### src/rtl/sum_accum_32.sv
// Streaming 32-bit summation of a counted operand burst, with a valid/ready result handshake.
// Optional sticky carry-out flag on port ovf when SUM_ACCUM_OVF_EN is defined.

module cla_32_final (
    input  logic [31:0] a,
    input  logic [31:0] b,
    input  logic        c_in,
    output logic [31:0] s
);
    logic [31:0] g, p, c;
    logic [7:0]  gg, pg, gc;

    // Eight 4-bit lookahead groups with a group-level carry chain.
    always_comb begin
        g  = a & b;
        p  = a ^ b;
        gg = '0;
        pg = '0;
        gc = '0;
        c  = '0;
        for (int k = 0; k < 8; k++) begin
            gg[k] = g[4*k+3] | (p[4*k+3] & g[4*k+2]) | (p[4*k+3] & p[4*k+2] & g[4*k+1])
                  | (p[4*k+3] & p[4*k+2] & p[4*k+1] & g[4*k]);
            pg[k] = &p[4*k +: 4];
        end
        gc[0] = c_in;
        for (int k = 0; k < 7; k++) begin
            gc[k+1] = gg[k] | (pg[k] & gc[k]);
        end
        for (int i = 0; i < 32; i++) begin
            if (i % 4 == 0) c[i] = gc[i/4];
            else            c[i] = g[i-1] | (p[i-1] & c[i-1]);
        end
        s = p ^ c;
    end
endmodule

module sum_accum_32 #(
    parameter int unsigned LEN_W = 8
) (
    input  logic             clk,
    input  logic             rst,
    input  logic             start,
    input  logic [LEN_W-1:0] len,
    input  logic [31:0]      in_data,
    input  logic             in_valid,
    output logic             in_ready,
    output logic [31:0]      sum,
    output logic             out_valid,
    input  logic             out_ready,
    output logic             busy
`ifdef SUM_ACCUM_OVF_EN
    ,
    output logic             ovf
`endif
);
    typedef enum logic [1:0] {StIdle, StAcc, StDone} state_e;

    state_e           state_q, state_d;
    logic [31:0]      acc_q, add_s;
    logic [LEN_W-1:0] cnt_q, len_q;
    logic             hs, last;

    assign hs   = in_valid & in_ready;
    assign last = (cnt_q == len_q - LEN_W'(1));

    cla_32_final u_add (
        .a    (acc_q),
        .b    (in_data),
        .c_in (1'b0),
        .s    (add_s)
    );

    always_ff @(posedge clk or posedge rst) begin
        if (rst) state_q <= StIdle;
        else     state_q <= state_d;
    end

    always_comb begin
        state_d = state_q;
        unique case (state_q)
            StIdle:  if (start) state_d = (len == '0) ? StDone : StAcc;
            StAcc:   if (hs && last) state_d = StDone;
            StDone:  if (out_ready) state_d = StIdle;
            default: state_d = StIdle;
        endcase
    end

    always_comb begin
        in_ready  = (state_q == StAcc);
        out_valid = (state_q == StDone);
        busy      = (state_q == StAcc) || (state_q == StDone);
        sum       = acc_q;
    end

    always_ff @(posedge clk or posedge rst) begin
        if (rst) begin
            acc_q <= '0;
            cnt_q <= '0;
            len_q <= '0;
        end else if (state_q == StIdle && start) begin
            acc_q <= '0;
            cnt_q <= '0;
            len_q <= len;
        end else if (hs) begin
            acc_q <= add_s;
            cnt_q <= cnt_q + LEN_W'(1);
        end
    end

`ifdef SUM_ACCUM_OVF_EN
    logic ovf_q, carry;

    // The adder has no carry port, so recover carry-out of bit 31 from the MSBs.
    assign carry = (acc_q[31] & in_data[31]) | ((acc_q[31] ^ in_data[31]) & ~add_s[31]);
    assign ovf   = ovf_q;

    always_ff @(posedge clk or posedge rst) begin
        if (rst)                           ovf_q <= 1'b0;
        else if (state_q == StIdle && start) ovf_q <= 1'b0;
        else if (hs && carry)              ovf_q <= 1'b1;
    end
`endif
endmodule

### config.mk
export PLATFORM = sky130hd
export DESIGN_NAME = sum_accum_32
export DESIGN_NICKNAME = d
export VERILOG_FILES = /design/src/rtl/sum_accum_32.sv
export SDC_FILE = /design/constraint.sdc
export NUM_CORES = 1
export LEC_CHECK = 0
export BUFFER_PORTS_ARGS = -buffer_cell sky130_fd_sc_hd__buf_2
export CAP_MARGIN = 15
export CORE_UTILIZATION = 41
export DETAILED_ROUTE_END_ITERATION = 10
export PLACE_DENSITY = 0.66
export SYNTH_ARGS = -nofsm -noshare
export SYNTH_HDL_FRONTEND = slang
export SYNTH_SLANG_ARGS = --single-unit
### constraint.sdc
create_clock -name clk -period 5.06 [get_ports clk]
set_clock_uncertainty 0.15 [all_clocks]
set_input_delay 0 -clock clk [delete_from_list [all_inputs] [get_ports clk]]
set_output_delay 0 -clock clk [all_outputs]
set_load 0.005 [all_outputs]
==> impl_metrics.env, run 1 <==
export IMPL_status="finished, final reports clean"
export IMPL_cap_violations=0
export IMPL_dr_pass1_iters=4
export IMPL_fin_area_um2=4470
export IMPL_grt_setup_unrepaired="no"
export IMPL_cts_root_buf="clkbuf_8"
export IMPL_final_util=0.515
export IMPL_io_pins=80
export IMPL_start_util=0.423
export IMPL_synth_area_per_cell_um2=9.55
export IMPL_wire_per_inst_um=14.1
export IMPL_yosysSeqAreaShare=0.341
export IMPL_rows=34
export IMPL_critPathMaxFanout=3
export IMPL_postRouteWirelength_um=8270
export IMPL_grt_max_degree=63
export IMPL_vias=2948
export IMPL_layout_common_cells="buf_2, inv_1, dfrtp_1"
export IMPL_cts_buffers=5
export IMPL_layout_setup_ws_ps=1300
export IMPL_grt_overflow=0
export IMPL_hold_violations=0
export IMPL_mostFrequentLayoutCell="buf_2"
export IMPL_synth_async_reset_ratio=1.00
export IMPL_p_per_area_nw_per_um2=453
export IMPL_fin_crit_sh=0.744
export IMPL_slew_headroom=0.287
export IMPL_synth_edf_count=0
export IMPL_endpoint_kind="flip-flop"
export IMPL_htreeDepth=2
export IMPL_fp_dieArea_um2=9330
export IMPL_syn_to_final_growth_pct=21.8
export IMPL_finalSetupViolCount=0
export IMPL_post_place_ws_ps=1310
export IMPL_drc=0
export IMPL_synth_top_cell_by_area="dfrtp_1"
export IMPL_worstPathArrival_ps=3830
export IMPL_cts_tree="done"
export IMPL_ant_nets=0
export IMPL_grt_usage=0.185
export IMPL_netlist_instances=384
export IMPL_critPathLaunchType="flip-flop"
export IMPL_clk_pin_slew_ps=90
export IMPL_core_um2=8680
export IMPL_synth_ff_type="dfrtp_1"
export IMPL_synth_top_area_share=0.341
export IMPL_worst_path_buf_inv=0
export IMPL_fin_nets=581
export IMPL_clkLatencyLatePin_ps=290
export IMPL_final_setup_tns_ps=0
export IMPL_dp_hpwl_um=5940
export IMPL_cts_sinks=50
export IMPL_grt_pass1_wl_um=13200
export IMPL_finalMaxSlewViolations=0
export IMPL_ys_warn_count=0
export IMPL_io_buffer_count=79
export IMPL_drt_initial_drc_count=90
export IMPL_path_class="flip-flop to flip-flop"
export IMPL_critical_path_cell_chain="ha_1 -> nand2_1 -> o21a_1 -> o221ai_2 -> or4_4 -> a311oi_2 -> o21a_1 -> fa_1 -> fa_1 -> fa_1 -> xor2_1 -> or3_1 -> a21oi_1"
export IMPL_cp_top_family="adder cells"
export IMPL_gp_congestion=0.806
export IMPL_nFillCells=841
export IMPL_min_path_type="input port to flip-flop"
export IMPL_leakagePower_nw=2.15
export IMPL_die_w_um=96.6
export IMPL_peakVddDrop_uv=197
export IMPL_period_needed_ps=3760
export IMPL_holdWs_ps=3.87
export IMPL_crit_top_cell="fa_1"
export IMPL_required_ps=5120
export IMPL_clk_path_buf_depth=2
export IMPL_placed_cell_area_um2=4160
export IMPL_multi_input_area_um2=2160
export IMPL_final_seq_area_um2=1250
export IMPL_antenna_found_initial=0
export IMPL_grt_pass1_vias=2790
export IMPL_crit_slowest_cell="dfrtp_1"
export IMPL_antenna_cells=0
export IMPL_syn_num_nets=485
export IMPL_avgViaCountPerCell=5.01
export IMPL_worst_pin_slew_ps=1070
export IMPL_timing_fmax_ghz=0.266
export IMPL_synth_cell_types=41
export IMPL_worst_path_largest_cell_delay_ps=410
export IMPL_ys_ff_latch=50
export IMPL_drive_above_1_share=0.210
export IMPL_yosys_top_cells_area="dfrtp_1, fa_1, ha_1"
export IMPL_die_y_um=96.6
export IMPL_post_cts_buffers=0
export IMPL_syn_area_um2=3670
==> path summary, 6_finish.rpt <==
check                                 start          to  slack (ps)  cells after the start
worst max-delay path                 sum[3]     sum[31]        1300                     13
worst min-delay path            in_data[21]     sum[21]           4                      4
worst max register to register       sum[3]     sum[31]        1300                     13
worst min register to register   state_q[0]  state_q[0]         390                      1
max in group asynchronous               rst      sum[0]        4040                      4
min in group asynchronous               rst  state_q[1]         260                      4
==> cells in the mapped netlist, drive strengths merged (2+ instances only) <==
master / instances
inv: 55
dfrtp: 50
nand2: 36
ha: 33
nor2: 33
a21oi: 25
a211oi: 23
fa: 23
xnor2: 18
clkbuf: 15
xor2: 9
o21ai: 8
mux2: 6
nand4: 6
a21o: 5
nor4: 5
and3: 4
nor2b: 3
nor3: 3
nor3b: 3
and2: 2
nand3: 2
o21a: 2
o21bai: 2
==> tightest hold or removal path, stage by stage <==
cell and delay, ps:
buf_2 110, inv_1 80, fa_1 160, a211oi_1 60
==> area by class of cell <==
class	count	share of cell area
Clock buffer	7	0.0171
Timing Repair Buffer	104	0.143
Sequential cell	50	0.280
Inverter	55	0.0462
Multi-Input combinational cell	264	0.483
Tap cell	108	0.0303
==> sequential cells by signal (all words and copies together) (netlist names) <==
signal,flops
cnt_q,8
len_q,8
sum,32
state_q,2
==> logic make-up after synthesis <==
logic type | after synthesis | share of synthesized area
and+or+nand+nor | 101 | 0.129
AOI/OAI and AO/OA | 74 | 0.137
buffers and inverters | 70 | 0.0716
adders and majority gates | 56 | 0.238
DFF | 50 | 0.341
xor gates and xnor gates | 27 | 0.0645
muxes | 6 | 0.0184
==> metrics by stage <==
step | total power [mW] | std cells
after floorplan | 1.47 | 384
after global placement | 1.75 | 558
after detailed placement | 1.80 | 558
after CTS | 2.05 | 588
after global routing | 2.23 | 588
final | 2.02 | 588
==> report_power, final <==
group / switching [mW] / internal (mW)
combinational: 0.585 / 0.527
sequential: 0.148 / 0.538
clock: 0.128 / 0.0957
total: 0.861 / 1.16
==> routing by layer <==
metal  routed length (um)  vias up  GRT usage
met2                 3790       59      0.298
met5                    0        -          0
met4                  160        0     0.0502
li1                     -     1475          -
met3                  340        8     0.0329
met1                 3980     1406      0.255
==> timing repair <==
action                    in CTS  in global routing
hold endpoints to repair      73                  0
gates resized for setup        0                  0
hold buffers                  23                  0
No activity file was read; power rests on OpenSTA's default activity.
==> inputs of run 2 (changes only) <==
ABC_AREA = 1   (was default)
clock period = 3.66 ns   (was 5.06 ns; I/O delays follow)
==> impl_metrics.env, run 2 <==
export IMPL_syn_num_nets=498
export IMPL_grt_setup_unrepaired="no"
export IMPL_p_per_area_nw_per_um2=592
export IMPL_final_setup_tns_ps=0
export IMPL_use_met3=0.0351
export IMPL_dp_hpwl_um=6060
export IMPL_die_w_um=95.1
export IMPL_drive_above_1_share=0.224
export IMPL_fp_dieArea_um2=9050
export IMPL_grt_pass1_vias=3015
export IMPL_critPathLaunchType="flip-flop"
export IMPL_drc=0
export IMPL_timing_fmax_ghz=0.296
export IMPL_clk_path_buf_depth=2
export IMPL_holdWs_ps=0.646
export IMPL_synth_edf_count=0
export IMPL_leakagePower_nw=2.29
export IMPL_cts_sinks=50
export IMPL_clkLatencyLatePin_ps=310
export IMPL_yosysSeqAreaShare=0.352
export IMPL_core_um2=8300
export IMPL_layout_common_cells="buf_2, inv_1, nand2_1"
export IMPL_io_pins=80
export IMPL_synthMuxAreaShare=0
export IMPL_mostFrequentLayoutCell="buf_2"
export IMPL_synth_simple_area_share=0.146
export IMPL_grt_overflow=0
export IMPL_antenna_found_initial=0
export IMPL_critPathMaxFanout=4
export IMPL_synth_compound_area_frac=0.107
export IMPL_synth_ff_type="dfrtp_1"
export IMPL_vias=2993
export IMPL_status="finished, final reports clean"
export IMPL_cts_root_buf="clkbuf_8"
export IMPL_yosys_area_share_adder=0.246
export IMPL_peakVddDrop_uv=324
export IMPL_endpoint_kind="flip-flop"
export IMPL_cts_buffers=5
export IMPL_largest_register_ffs=32
export IMPL_ys_top_cells_by_count="inv_1, nand2_1, dfrtp_1, ha_1, fa_1"
export IMPL_synth_area_per_cell_um2=8.95
export IMPL_die_y_um=95.1
export IMPL_yosys_top_cells_area="dfrtp_1, fa_1, ha_1"
export IMPL_io_buffer_count=79
export IMPL_min_path_type="input port to flip-flop"
export IMPL_wire_per_inst_um=13.3
export IMPL_cap_violations=0
export IMPL_synth_xor_area_frac=0.0521
export IMPL_drt_initial_drc_count=79
export IMPL_start_util=0.428
export IMPL_synth_top_cell_by_area="dfrtp_1"
export IMPL_ys_warn_count=0
export IMPL_yosysMostFrequentCell="inv_1"
export IMPL_fin_crit_sh=0.923
export IMPL_synth_top_family_by_area="adder cells"
export IMPL_gp_congestion=0.775
export IMPL_syn_to_final_growth_pct=25.6
export IMPL_synth_async_reset_ratio=1.00
export IMPL_grt_usage=0.194
export IMPL_hold_violations=0
export IMPL_slew_headroom=0.576
export IMPL_final_util=0.538
export IMPL_finalMaxSlewViolations=0
export IMPL_cts_tree="done"
export IMPL_htreeDepth=2
export IMPL_path_class="flip-flop to flip-flop"
export IMPL_postRouteWirelength_um=8100
export IMPL_ant_nets=0
export IMPL_grt_max_degree=30
export IMPL_nFillCells=765
export IMPL_netlist_instances=397
export IMPL_grt_busiest_layer="met2"
export IMPL_syn_area_um2=3550
export IMPL_synth_top_area_share=0.352
export IMPL_worst_pin_slew_ps=634
export IMPL_grt_pass1_wl_um=13700
export IMPL_antenna_cells=0
export IMPL_finalSetupViolCount=0
export IMPL_dr_pass1_iters=4
export IMPL_worstPathArrival_ps=3450
export IMPL_synth_cell_types=34
export IMPL_rows=33
export IMPL_clk_pin_slew_ps=100
export IMPL_grtUsageMet2=0.335
export IMPL_fin_nets=605
export IMPL_ys_ff_latch=50
export IMPL_avgViaCountPerCell=4.91
export IMPL_period_needed_ps=3380
export IMPL_required_ps=3730
export IMPL_use_met1=0.252
-- run 2: worst max-delay path: stages, from the launching register on --
cell and delay [ps]:
dfrtp_1 430, ha_4 300, nand3_1 100, nor2_1 140
nand2_1 70, nand2_1 90, nand2_1 60, nand2_1 70
nand2_1 70, nand2_2 70, nand2_1 50, nand2_1 70
nand2_1 50, nand2_1 70, a21oi_1 80, fa_2 340
fa_2 340, fa_1 380, xor2_1 170, o31ai_1 210
-- run 2: layout make-up --
class                      count  area [um^2]  share of cell area
clock buffer                   6         82.6              0.0185
clock inverter                 2         12.5             0.00280
inverter                      84          315              0.0706
multi-input combinational    256         2000               0.449
sequential                    50         1250               0.280
tap                          105          131              0.0294
timing repair buffer         107          668               0.150
-- run 2: path summary, 6_finish.rpt --
check,from,end,slack (ps),depth (start not counted)
min,in_data[4],sum[4],0.6,4
max reg2reg,sum[7],sum[31],280,19
max,sum[7],sum[31],280,19
min in group asynchronous,rst,sum[3],130,3
max in group asynchronous,rst,sum[19],2460,4
min reg2reg,cnt_q[7],cnt_q[7],350,1
-- run 2: kinds of logic after synthesis --
group	Yosys count
AO/OA/AOI/OAI	65
XOR/XNOR	18
adder cells (fa/ha/maj)	56
buffers and inverters	91
flip-flops	50
AND/OR/NAND/NOR	117
-- run 2: report_power, final --
group / switching (mW) / leakage [nW] / internal [mW]
Sequential: 0.147 / 0.667 / 0.727
Combinational: 0.781 / 1.57 / 0.637
Clock: 0.197 / 0.0472 / 0.153
Total: 1.13 / 2.29 / 1.52
-- run 2: stage by stage --
stage                     instances  worst slack [ps]  area, um^2  total power [mW]
final                           610               282        4460              2.64
after global routing            610              11.6        4460              2.92
after CTS                       609               147        4410              2.64
after detailed placement        576               176        4070              2.25
after global placement          576               307        4070              2.19
after floorplan                 397               455        3550              1.83
-- run 2: what timing repair did --
| item | in CTS | in global routing |
|---|---|---|
| hold buffers | 25 | 0 |
| endpoints found under the setup margin | 0 | 3 |
| endpoints found under the hold margin | 51 | 0 |
| buffers inserted | 0 | 1 |
| resized for setup | 0 | 6 |
-- run 2: metal layers --
layer  up-vias  share of wire
met5         -              0
met4         0          0.011
met3         9          0.040
met2        59           0.49
met1      1438           0.45
li1       1487              -
==> inputs of run 3 (changes only) <==
SYNTH_HIERARCHICAL = 1   (was default)
==> impl_metrics.env, run 3 <==
export IMPL_avgViaCountPerCell=4.92
export IMPL_antenna_cells=0
export IMPL_finalMaxSlewViolations=0
export IMPL_syn_area_um2=3840
export IMPL_holdWs_ps=-4.05
export IMPL_placed_cell_area_um2=4350
export IMPL_antenna_found_initial=0
export IMPL_yosysMostFrequentCell="nand2_1"
export IMPL_hold_depth=4
export IMPL_placed_cells=641
export IMPL_leakagePower_nw=2.63
export IMPL_synth_async_reset_ratio=1.00
export IMPL_hold_violations=2
export IMPL_grt_pass1_wl_um=15200
export IMPL_fin_nets=673
export IMPL_peakVddDrop_uv=295
export IMPL_final_setup_tns_ps=0
export IMPL_synth_ff_type="dfrtp_1"
export IMPL_status="complete, but fails checks"
export IMPL_synth_cell_types=30
export IMPL_grt_usage=0.195
export IMPL_critPathLaunchType="flip-flop"
export IMPL_fin_area_um2=4800
export IMPL_cts_sinks=50
export IMPL_violations="hold timing"
export IMPL_ys_warn_count=6
export IMPL_cts_tree="done"
export IMPL_min_path_type="input port to flip-flop"
export IMPL_switchingPower_mw=1.30
export IMPL_synth_area_per_cell_um2=8.31
export IMPL_finalPower_mw=2.87
export IMPL_use_met3=0.0362
export IMPL_gp_congestion=0.818
export IMPL_grt_setup_unrepaired="no"
export IMPL_vias=3345
export IMPL_finalSetupViolCount=0
export IMPL_p_sw_frac=0.452
export IMPL_grt_overflow=0
export IMPL_dr_pass1_iters=4
export IMPL_drt_initial_drc_count=115
export IMPL_post_place_ws_ps=138
export IMPL_core_um2=8890
export IMPL_grt_busiest_layer="met2"
export IMPL_final_util=0.539
export IMPL_path_class="flip-flop to flip-flop"
export IMPL_required_ps=3760
export IMPL_wire_per_inst_um=13.0
export IMPL_cts_buffers=5
export IMPL_nFillCells=829
export IMPL_synth_top_cell_by_area="dfrtp_1"
export IMPL_reg2reg_slack_ps=250
export IMPL_intPower_mw=1.57
export IMPL_r2r_end="sum[30]"
export IMPL_finalNonFillerCells=680
export IMPL_die_w_um=98.8
export IMPL_hp_start="in_data[28]"
export IMPL_timing_fmax_ghz=0.294
export IMPL_critPathMaxFanout=4
export IMPL_synth_top_area_share=0.326
export IMPL_endpoint_kind="flip-flop"
export IMPL_clk_path_buf_depth=2
export IMPL_worst_pin_slew_ps=1080
export IMPL_netlist_instances=462
export IMPL_postRouteWirelength_um=8810
export IMPL_cts_root_buf="clkbuf_8"
export IMPL_layout_setup_ws_ps=253
export IMPL_cap_violations=0
export IMPL_rr_startpoint="sum[2]"
export IMPL_clkLatencyLatePin_ps=310
export IMPL_combPwrFrac=0.536
export IMPL_grt_pass1_vias=3347
export IMPL_worstPathArrival_ps=3500
export IMPL_grtUsageMet2=0.350
export IMPL_slew_headroom=0.281
export IMPL_power_frac_clock=0.137
export IMPL_io_pins=80
export IMPL_grt_max_degree=57
export IMPL_layout_common_cells="nand2_1, buf_2, nand3_1"
export IMPL_io_buffer_count=79
export IMPL_p_per_area_nw_per_um2=599
export IMPL_largest_register_ffs=32
export IMPL_ant_nets=0
export IMPL_drc=0
export IMPL_post_cts_buffers=0
export IMPL_syn_to_final_growth_pct=24.9
export IMPL_yosys_top_cells_area="dfrtp_1, fa_1, nand2_1"
export IMPL_clk_pin_slew_ps=100
export IMPL_die_y_um=98.8
export IMPL_yosysSeqAreaShare=0.326
export IMPL_multi_input_area_um2=2350
export IMPL_dp_hpwl_um=6420
export IMPL_htreeDepth=2
export IMPL_synth_edf_count=0
export IMPL_final_seq_area_um2=1250
export IMPL_hold_path_end="sum[28]"
export IMPL_use_met1=0.236
export IMPL_ff2ff_path_depth=22
export IMPL_period_needed_ps=3410
export IMPL_drive_above_1_share=0.243
export IMPL_rows=34
export IMPL_power_frac_seq=0.327
export IMPL_mostFrequentLayoutCell="nand2_1"
export IMPL_ys_ff_latch=50
export IMPL_fp_dieArea_um2=9760
export IMPL_ys_top_cells_by_count="nand2_1, nand3_1, dfrtp_1, inv_1, ha_1"
export IMPL_start_util=0.432
export IMPL_fin_crit_sh=0.931
## run 3: final cells by class
type / instances / area share
Timing Repair Buffer: 113 / 0.152
Clock inverter: 3 / 0.00835
Clock buffer: 5 / 0.0143
Sequential cell: 50 / 0.261
Tap cell: 108 / 0.0282
Inverter: 59 / 0.0462
Multi-Input combinational cell: 342 / 0.490
## run 3: per-layer routing
metal | up-vias | share of wire
met5 | - | 0
met1 | 1586 | 0.43
li1 | 1678 | -
met3 | 9 | 0.042
met2 | 72 | 0.51
met4 | 0 | 0.012
## run 3: worst max-delay path, stage by stage (launching register included)
cell and delay, ps:
dfrtp_1 410, ha_1 310, nand2_1 80, nor2_1 50
nor2_2 80, nand2_2 70, nand2_2 60, nand2_2 60
nand2_2 60, nand2_2 60, nand2_2 60, nand2_2 60
nand2_2 70, nand2_2 60, nand2_2 70, nand2_2 60
nand2_2 70, nand2_2 50, fa_1 380, fa_1 400
fa_2 530, nand3_1 70, nand2_1 90
## run 3: repair_timing
action                                  4_1_cts  5_1_grt
endpoints found under the setup margin        0        2
hold endpoints to repair                     55        0
hold buffers                                 31        0
gates resized for setup                       0        3
## run 3: cells by family (layout without fill, tap and decap cells)
group / after synthesis / count (layout) / share of synthesized area
AND/OR/NAND/NOR: 239 / 239 / 0.293
adder cells (fa/ha/maj): 57 / 57 / 0.233
flip-flops: 50 / 50 / 0.326
other: 1 / 2 / 0.000976
AO/OA/AOI/OAI: 32 / 32 / 0.0495
buffers and inverters: 71 / 180 / 0.0710
XOR/XNOR: 12 / 12 / 0.0274
## run 3: how the worst max path moves through the flow
stage | startpoint | slack (ps) | to
floorplan | sum[3] | 340 | sum[31]
global placement | sum[3] | 220 | sum[31]
detailed placement | sum[3] | 140 | sum[31]
CTS | sum[3] | 110 | sum[31]
global route | sum[2] | 10 | sum[31]
finish | sum[2] | 250 | sum[30]
## run 3: power by group through the flow
| stage | logic [mW] | clock network, mW | registers [mW] |
|---|---|---|---|
| after global routing | 1.77 | 0.435 | 0.979 |
| final | 1.54 | 0.395 | 0.939 |
| after floorplan | 1.10 | 0 | 0.914 |
| after detailed placement | 1.51 | 0 | 0.946 |
| after CTS | 1.55 | 0.410 | 0.942 |
| after global placement | 1.45 | 0 | 0.939 |
